[src/rtl/spi_bus_arbiter.sv]
// spi_bus_arbiter: round-robin sharing of one SPI master among NUM_REQ device sequencers
module spi_bus_arbiter #(
  parameter int NUM_REQ = 3,
  parameter int GAP_CYCLES = 15,
  parameter int TIMEOUT_CYCLES = 4096
) (
  input  logic                   clk,
  input  logic                   rst,
  input  logic [NUM_REQ-1:0]     req,
  input  logic [16*NUM_REQ-1:0]  req_tx,
  output logic [NUM_REQ-1:0]     grant,
  output logic [NUM_REQ-1:0]     done,
  output logic [15:0]            rx_data,
  output logic                   err,
  output logic                   spi_start,
  output logic [15:0]            spi_tx,
  input  logic                   spi_busy,
  input  logic [15:0]            spi_rx,
  input  logic                   spi_cs,
  output logic [NUM_REQ-1:0]     dev_cs_n
);
  localparam int IW = NUM_REQ > 1 ? $clog2(NUM_REQ) : 1;
  localparam int TW = $clog2(TIMEOUT_CYCLES + 1);
  localparam int GW = $clog2(GAP_CYCLES + 1);
  typedef enum logic [1:0] {IDLE, START, XFER, GAP} state_t;
  state_t state, state_nx;
  logic [IW-1:0] rr, off, win;
  logic [IW:0] sum;
  logic [NUM_REQ-1:0] rot;
  logic [TW-1:0] tcnt;
  logic [GW-1:0] gcnt;
  logic tmo, gap_end;
  assign rot = NUM_REQ'({req, req} >> rr);
  assign sum = {1'b0, rr} + {1'b0, off};
  assign win = sum >= (IW+1)'(NUM_REQ) ? IW'(sum - (IW+1)'(NUM_REQ)) : sum[IW-1:0];
  assign tmo = tcnt == TW'(TIMEOUT_CYCLES - 1);
  assign gap_end = gcnt == GW'(GAP_CYCLES - 1);
  // distance from the rr pointer to the first requesting slot
  always_comb begin
    off = '0;
    for (int i = NUM_REQ - 1; i >= 0; i--)
      if (rot[i]) off = IW'(i);
  end
  // next-state: grant only once the master is idle, finish on busy fall or timeout
  always_comb begin
    state_nx = state == IDLE  ? (!spi_busy && |req ? START : IDLE) :
               state == START ? (spi_busy ? XFER : tmo ? GAP : START) :
               state == XFER  ? (spi_busy ? XFER : GAP) :
                                (gap_end ? IDLE : GAP);
  end
  // state register plus registered handshake, grant and result outputs
  always_ff @(posedge clk) begin
    if (rst) begin
      state     <= IDLE;
      grant     <= '0;
      done      <= '0;
      err       <= 1'b0;
      spi_start <= 1'b0;
      spi_tx    <= '0;
      rx_data   <= '0;
      rr        <= '0;
      tcnt      <= '0;
      gcnt      <= '0;
    end else begin
      state <= state_nx;
      done  <= '0;
      err   <= 1'b0;
      tcnt  <= state == START ? tcnt + 1'b1 : '0;
      gcnt  <= state == GAP && !gap_end ? gcnt + 1'b1 : '0;
      if (state == IDLE && state_nx == START) begin
        grant     <= NUM_REQ'(1) << win;
        spi_tx    <= req_tx[{win, 4'b0000} +: 16];
        spi_start <= 1'b1;
        rr        <= win == IW'(NUM_REQ - 1) ? '0 : win + 1'b1;
      end
      if (state == START && state_nx != START) spi_start <= 1'b0;
      if (state != GAP && state_nx == GAP) begin
        grant   <= '0;
        done    <= grant;
        err     <= state == START;
        rx_data <= state == XFER ? spi_rx : '0;
      end
    end
  end
  // the granted device follows the master's CS; everyone else stays deselected
  always_comb dev_cs_n = rst ? '1 : ~grant | {NUM_REQ{spi_cs}};
endmodule

[config.mk]
export PLATFORM = sky130hd
export DESIGN_NAME = spi_bus_arbiter
export DESIGN_NICKNAME = d
export VERILOG_FILES = /design/src/rtl/spi_bus_arbiter.sv
export SDC_FILE = /design/constraint.sdc
export NUM_CORES = 1
export LEC_CHECK = 0
export ABC_CLOCK_PERIOD_IN_PS = 4300
export CORE_AREA = 10 10 130 85
export CTS_BUF_LIST = sky130_fd_sc_hd__clkbuf_2
export DETAILED_ROUTE_END_ITERATION = 7
export DIE_AREA = 0 0 140 95
export PLACE_DENSITY = 0.65
export SYNTH_ARGS = -nofsm -noshare
export SYNTH_HDL_FRONTEND = slang
export SYNTH_SLANG_ARGS = --single-unit
[constraint.sdc]
create_clock -name clk -period 4.3 [get_ports clk]
set_clock_uncertainty 0.05 [all_clocks]
set_input_delay 0.43 -clock clk [delete_from_list [all_inputs] [get_ports clk]]
set_output_delay 0.43 -clock clk [all_outputs]
set_load 0.1 [all_outputs]
# Yosys cells after proc, flatten, opt, wreduce, memory -nomap -nowiden
# Cells that the tools add are included.
# Widths: inputs -> output; s select.
[classes]
magnitude_cmp = 1
bitwise_logic = 5
reduce_logical = 14
shifts = 3
n_eq_ne = 10
n_mux = 15
add_sub_neg = 5
[op_table]
columns = ["operator", "n"]
rows = [
  ["$shiftx 48x7->16", 1],
  ["$mux 2", 11],
  ["$mux 16", 1],
  ["$add 13x1->13 const B", 1],
  ["$eq 13x12->1 const B", 1],
  ["$reduce_or 2->1", 5],
  ["$eq 2x2->1 const B", 4],
  ["$shr 6x2->3", 1],
  ["$logic_and 1x1->1", 5],
  ["$add 4x1->4 const B", 1],
  ["$eq 2x1->1 const B", 2],
  ["$eq 4x4->1 const B", 1],
  ["$add 2x2->3", 1],
  ["$ge 3x2->1 const B", 1],
  ["$mux 3", 1],
  ["$not 1->1", 3],
  ["$not 3->3", 1],
  ["$or 3x3->3", 1],
  ["$reduce_or 3->1", 1],
  ["$shl 1x2->3 const A", 1],
  ["$add 2x1->2 const B", 1],
  ["$logic_not 1->1", 2],
  ["$logic_not 2->1", 1],
  ["$mux 1", 2],
  ["other kinds (3)", 3],
]
[totals]
wordCells = 63
output_inout_bits = 43
regBits = 61

# Longest topological paths before layout
# Gate-level depths: netlist (run 1).
[depth]
ltp_word = 9
mapped_depth = 14

# Worst setup path after synthesis (run 1)
# OpenSTA, ideal clock, no wires.
[synth_timing]
path_kind = "input to register"
startpoint = "input req[1]"
endpoint = "register spi_tx[5]"
required_ns = 4.164
t_arrival_ns = 2.827
path_slack_ns = 1.337
path_stages = 13
path_buffers = 1
path_cell_list = "nor2b_1 a22oi_1 a21oi_1 ha_1 inv_1 fa_1 inv_1 ha_1 and3b_1 mux2i_2 buf_4 nand2_1 a211oi_1"
[synth_via]
elab_chain_cells = 8
[synth_lines]
columns = ["item", "line_no", "rtl"]
rows = [
  ["start: declaration", "9", "input logic [NUM_REQ-1:0] req,"],
  ["$shr 6x2->3", "33", "assign rot = NUM_REQ'({req, req} >> rr);"],
  ["$mux 2 (3 in series)", "42", "if (rot[i]) off = IW'(i);"],
  ["$add 2x2->3", "34", "assign sum = {1'b0, rr} + {1'b0, off};"],
  ["$ge 3x2->1 or $sub 2x2->2 (tied branches)", "35", "assign win = sum >= (IW+1)'(NUM_REQ) ? IW'(sum - (IW+1)'(NUM_REQ)) : sum[IW-1:0];"],
  ["$mux 2", "35", ""],
  ["$shiftx 48x7->16", "72", "spi_tx <= req_tx[{win, 4'b0000} +: 16];"],
  ["end signal: assignment", "72", ""],
  ["end: declaration", "16", "output logic [15:0] spi_tx,"],
]
# Parallel ways exist; a longest one is shown, timed or not.
# A chain may end at the register's enable or synchronous reset.

# Worst setup path after layout (run 1)
[layout_timing]
startpoint = "input req[1]"
endpoint = "register spi_tx[1]"
# The elaborated chain is that of the path after synthesis.

==> results.yml, run 1 <==
outcome:
  status: "complete, no violations"
synthesis:
  synth_nets: 395
  synth_warnings: 0
  ys_seq_area_share_pct: 41.5
  async_flop_share_pct: 0
  yosysMostFrequentCell: "dfxtp_1"
  synth_commonest_cells: "61 x dfxtp_1, 45 x nor2_1, 40 x nand2_1, 18 x nand2b_1, 17 x mux2i_1"
  syn_avg_cell_area_um2: 9.25
  synth_cells: 318
  synth_top_flop_cell: "dfxtp_1"
  synth-edff-count: 0
  synth-seq-cells: 61
  synth_top_area_cell: "dfxtp_1"
  netlist_area_um2: 2940
  synth.top_cell.area_share_pct: 41.5
  synthDistinctLibCells: 45
  ys_top_cells_by_area: "dfxtp_1 41%, mux2i_1 5.8%, nor2_1 5.7%, nand2_1 5.1%, a221oi_2 4.6%"
setup_path:
  crit_type: "input port to flop"
  reg2reg_from: "rr[1]$_SDFFE_PP0P_"
  rr_endpoint: "spi_tx[1]$_SDFFE_PP0P_"
  cp.arrival_ns: 3.79
  r2r_cells: 13
  worstPathMaxFanout: 16
  r2r_slack_ns: 1.10
  crit_path_start_kind: "input port"
  cp-end-kind: "flop"
  cp_data_required_time_ns: 4.66
die:
  rows: 27
  start_util_pct: 33.5
  core_area_um2: 8780
  ios: 114
  die_h_um: 95
  die-area_um2: 13300
  dieWidth_um: 140
timing:
  hold_viol: 0
  setup_viol: 0
  fin_crit_sh_pct: 79.7
  max_freq_mhz: 292
  fin_setup_tns_ns: 0
  slew_headroom_pct: 24.2
  slew_viol_final: 0
  tightest_slew_ns: 1.14
  rsz0062_at_grt: "false"
  period_minus_slack_ns: 3.43
routing:
  routed_wl_mm: 8.78
  wl_per_cell_um: 16.0
  vias: 2677
  avgViaCountPerCell: 4.88
  drt_iter0_drc: 134
  ant_nets: 0
  first_pass_iters: 4
  drc: 0
clock_network:
  h-tree-depth: 3
  cts-hold-fix-buffers: 0
  clockBufferDepth: 2
  post_cts_resized: 0
  cts_buffers: 9
  post_cts.repair.setup_buffers: 0
  cts_tree: "built"
  clock_latency_ns: 0.51
  cts-root-buf: "clkbuf_2"
  clock-sinks: 61
  clk_pin_slew_ns: 0.21
power:
  ir_drop_uv: 256
  power_leakage_nw: 1.61
  pwr_density_cell_nw_per_um2: 463
global_route:
  grt_max_degree: 48
  gr-usage-met2_pct: 20.9
  grt.busiest_layer: "met2"
  antenna_found_initial: 0
  grt.overflow.total: 0
  grt_util_met3_pct: 5.86
  grt_use_met1_pct: 16.8
  grt_pass1_vias: 2676
  grt_first_pass_wirelength_mm: 14.3
  grt_usage_pct: 13.3
place:
  port_buffers: 113
  dp.final_hpwl_mm: 6.56
  dp_cells: 533
  place.gp.congestion: 0.792
final_layout:
  syn_to_final_growth_pct: 48.3
  drive_above_1_share_pct: 11.1
  finalNonFillerCells: 549
  n_antenna_cell: 0
  final_nets: 505
min_path:
  hp-class: "input port to flop"
  min_path_cells: 3
  min_to: "rx_data[12]$_SDFFE_PP0P_"
  hp-start: "spi_rx[12]"
flow_run:
  cap_viol_max_count: 0
-- report_power, final --
group | internal [mW] | switching, mW | leakage [nW]
Clock | 0.313 | 0.230 | 0.107
Sequential | 0.605 | 0.0292 | 0.496
Combinational | 0.280 | 0.562 | 1.01
Total | 1.20 | 0.822 | 1.61
-- metrics by stage --
stage | utilization (%) | hold WS (ns) | area [µm²] | power (mW) | setup slack, ns
floorplan | - | 0.380 | 2940 | 1.27 | 1.34
global placement | 47.5 | 0.395 | 4170 | 1.48 | 0.476
detailed placement | 47.5 | 0.406 | 4170 | 1.49 | 0.356
CTS | 49.7 | 0.331 | 4370 | 2.05 | 0.911
global route | 49.7 | 0.316 | 4370 | 2.13 | 0.692
finish | 49.7 | 0.379 | 4370 | 2.02 | 0.873
-- worst max-delay path, cell delays in order --
cell and delay [ns]:
clkdlybuf4s50_1 0.62, nor2b_1 0.21, a22oi_1 0.10, a21oi_1 0.17
ha_1 0.16, inv_1 0.05, fa_1 0.53, inv_1 0.06
ha_1 0.21, or3b_4 0.42, a21oi_4 0.15, buf_4 0.27
a221oi_1 0.12, a211oi_1 0.28
-- cells in the final DEF, fill, tap and decap left out, types with 5 or more instances in the layout --
cell type,Yosys,routed
a211oi_1,9,9
a211oi_2,9,9
a21oi_1,5,5
a221oi_1,7,7
a221oi_2,9,9
clkbuf_2,0,9
clkdlybuf4s50_1,0,112
dfxtp_1,61,61
ha_1,5,5
inv_1,7,7
mux2i_1,17,17
nand2_1,40,40
nand2b_1,18,18
nand3_1,8,8
nor2_1,45,45
nor3_1,6,6
nor3b_1,5,5
xnor2_1,6,6
xor2_1,6,6
-- state kept, by name, indices dropped and copies added (netlist names) --
signal     flops
rx_data       16
spi_tx        16
tcnt          13
gcnt           4
done           3
grant          3
rr             2
state          2
err            1
spi_start      1
-- metal layers --
metal	wire [µm]	vias up
li1	-	1349
met1	4000	1260
met2	4120	62
met3	604	6
met4	59	0
met5	0	-
-- cell families after synthesis --
| logic type | Yosys count | synth area share (%) |
|---|---|---|
| and+or+nand+nor | 145 | 24.6 |
| DFF | 61 | 41.5 |
| AOI/OAI and AO/OA | 51 | 17.3 |
| buffers and inverters | 25 | 3.95 |
| muxes | 18 | 6.25 |
| xor gates and xnor gates | 12 | 3.57 |
| adders and majority gates | 6 | 2.81 |
-- final cells by class --
type	count	area (µm²)
clock buffer	9	45.0
tap	116	145
fill	840	4420
inverter	7	26.3
clock inverter	7	146
multi-input combinational	232	1630
sequential	61	1220
timing repair buffer	117	1160
-- how the worst max path moves through the flow --
stage,to,slack (ns),from,cells past startpoint
after floorplan,spi_tx[5]$_SDFFE_PP0P_,1.34,req[1],13
after global placement,spi_tx[2]$_SDFFE_PP0P_,0.48,req[1],14
after detailed placement,spi_tx[3]$_SDFFE_PP0P_,0.36,req[1],14
after CTS,spi_tx[1]$_SDFFE_PP0P_,0.91,req[1],14
after global routing,spi_tx[4]$_SDFFE_PP0P_,0.69,req[1],14
final,spi_tx[1]$_SDFFE_PP0P_,0.87,req[1],14
No activity file was read; power rests on OpenSTA's default activity.
==> inputs of run 2 (changes only) <==
ABC_CLOCK_PERIOD_IN_PS = 3600   (was 4300)
clock period = 3.6 ns   (was 4.3 ns; I/O delays follow)
==> results.yml, run 2 (synthesis gave the netlist of run 1 again) <==
final_layout:
  fill_cells: 833
  ff_latch_area_um2: 1220
  finish.utilization_pct: 49.1
  multi_input_area_um2: 1630
  layout_commonest_cell: "clkdlybuf4s50_1"
  drive_above_1_share_pct: 12.5
  syn_to_final_growth_pct: 46.7
  final_nets: 511
  mostFrequentLayoutCells: "109 x clkdlybuf4s50_1, 61 x dfxtp_1, 45 x nor2_1"
  n_antenna_cell: 0
  largest_registers: "rx_data: 16 flops, spi_tx: 16 flops, tcnt: 13 flops"
  finalNonFillerCells: 555
power:
  power_leakage_nw: 1.60
  pwr_density_cell_nw_per_um2: 496
  ir_drop_uv: 255
global_route:
  grt_usage_pct: 12.9
  grt_pass1_vias: 2778
  grt_max_degree: 48
  grt.overflow.total: 0
  antenna_found_initial: 0
  grt_first_pass_wirelength_mm: 14.2
clock_network:
  clk_pin_slew_ns: 0.18
  clock_latency_ns: 0.46
  clockBufferDepth: 2
  cts-root-buf: "clkbuf_2"
  post_cts_resized: 0
  cts-hold-fix-buffers: 0
  h-tree-depth: 3
  clock-sinks: 61
  cts_tree: "built"
  cts_buffers: 9
  post_cts.repair.setup_buffers: 0
die:
  die_h_um: 95
  start_util_pct: 33.5
  rows: 27
  dieWidth_um: 140
  core_area_um2: 8780
  die-area_um2: 13300
  ios: 114
place:
  port_buffers: 113
  place.gp.congestion: 0.749
  dp.final_hpwl_mm: 6.64
  dp_cells: 539
  dp_slack_ns: -0.0404
routing:
  drc: 0
  ant_nets: 0
  first_pass_iters: 4
  avgViaCountPerCell: 4.89
  routed_wl_mm: 8.71
  wl_per_cell_um: 15.7
  drt_iter0_drc: 109
  vias: 2714
setup_path:
  crit_type: "input port to flop"
  r2r_cells: 13
  reg2reg_from: "rr[1]$_SDFFE_PP0P_"
  cp-startpoint: "req[0]"
  r2r_slack_ns: 0.53
  cp_data_required_time_ns: 3.93
  rr_endpoint: "spi_tx[3]$_SDFFE_PP0P_"
  cp.arrival_ns: 3.48
  cp-end-kind: "flop"
  critical_path.endpoint: "spi_tx[3]$_SDFFE_PP0P_"
  crit_path_start_kind: "input port"
  worstPathMaxFanout: 16
timing:
  hold_viol: 0
  slew_viol_final: 0
  fin_crit_sh_pct: 87.6
  rsz0062_at_grt: "false"
  period_minus_slack_ns: 3.15
  tightest_slew_ns: 1.02
  setup_ws_ns: 0.447
  fin_setup_tns_ns: 0
  slew_headroom_pct: 31.8
  setup_viol: 0
  max_freq_mhz: 317
outcome:
  status: "complete, no violations"
flow_run:
  cap_viol_max_count: 0
min_path:
  hp-class: "input port to flop"
  min_path_cells: 3
==> run 2: cell types whose count changed in the layout (fill, tap and decap cells not counted) <==
cell and delta:
bufinv_16 -4, buf_12 +2, clkinv_2 +3, buf_4 +7
clkdlybuf4s50_1 -3, clkinvlp_4 +1, clkbuf_2 +1, inv_6 -1
clkinv_1 +2, clkinv_4 -2
==> run 2: how the worst min path moves through the flow <==
stage	start	endpoint	slack (ns)
5_1_grt	spi_rx[1]	rx_data[1]$_SDFFE_PP0P_	0.30
3_3_place_gp	gcnt[0]$_SDFF_PP0_	gcnt[0]$_SDFF_PP0_	0.40
3_5_place_dp	tcnt[0]$_SDFF_PP0_	tcnt[0]$_SDFF_PP0_	0.41
4_1_cts	spi_rx[7]	rx_data[7]$_SDFFE_PP0P_	0.33
6_report	spi_rx[7]	rx_data[7]$_SDFFE_PP0P_	0.36
2_1_floorplan	gcnt[0]$_SDFF_PP0_	gcnt[0]$_SDFF_PP0_	0.38
==> run 2: final cells by class <==
| cell class | instances | share of cell area (%) |
|---|---|---|
| multi-input cells | 232 | 37.7 |
| flip-flops and latches | 61 | 28.3 |
| repair buffers | 123 | 28.2 |
| well taps | 116 | 3.36 |
| clock buffers | 10 | 1.16 |
| clock inverters | 6 | 0.696 |
| inverters | 7 | 0.609 |
==> run 2: power breakdown <==
part           total, mW  leakage (nW)  switching [mW]  internal (mW)
registers          0.758         0.496          0.0355          0.722
logic               1.05          1.05           0.676          0.376
clock network      0.331        0.0565           0.246         0.0857
total               2.14          1.60           0.958           1.18
==> run 2: critical path, cell delays in order <==
cell and delay, ns:
clkdlybuf4s50_1 0.50, nor2b_1 0.22, a22oi_1 0.12, a21oi_1 0.16, ha_1 0.15, inv_1 0.04, fa_1 0.53, inv_1 0.06
ha_1 0.21, and3b_1 0.32, mux2i_2 0.26, buf_4 0.26, nand2_1 0.08, a211oi_1 0.21
==> run 2: stage by stage <==
step	area, µm²	hold WS, ns	power (mW)
global route	4320	0.298	2.26
global placement	4240	0.396	1.82
finish	4320	0.362	2.14
floorplan	2940	0.380	1.51
detailed placement	4240	0.406	1.83
CTS	4320	0.325	2.17
==> run 2: layer usage <==
layer  global-route usage (%)  up-vias  part of all wire [%]  routed length (µm)
met2                     21.0       61                    47                4100
met4                     2.83        0                  0.45                  39
met3                     5.06        4                   5.8                 509
met5                        0        -                     0                   0
li1                         -     1361                     -                   -
met1                     15.9     1288                    47                4060
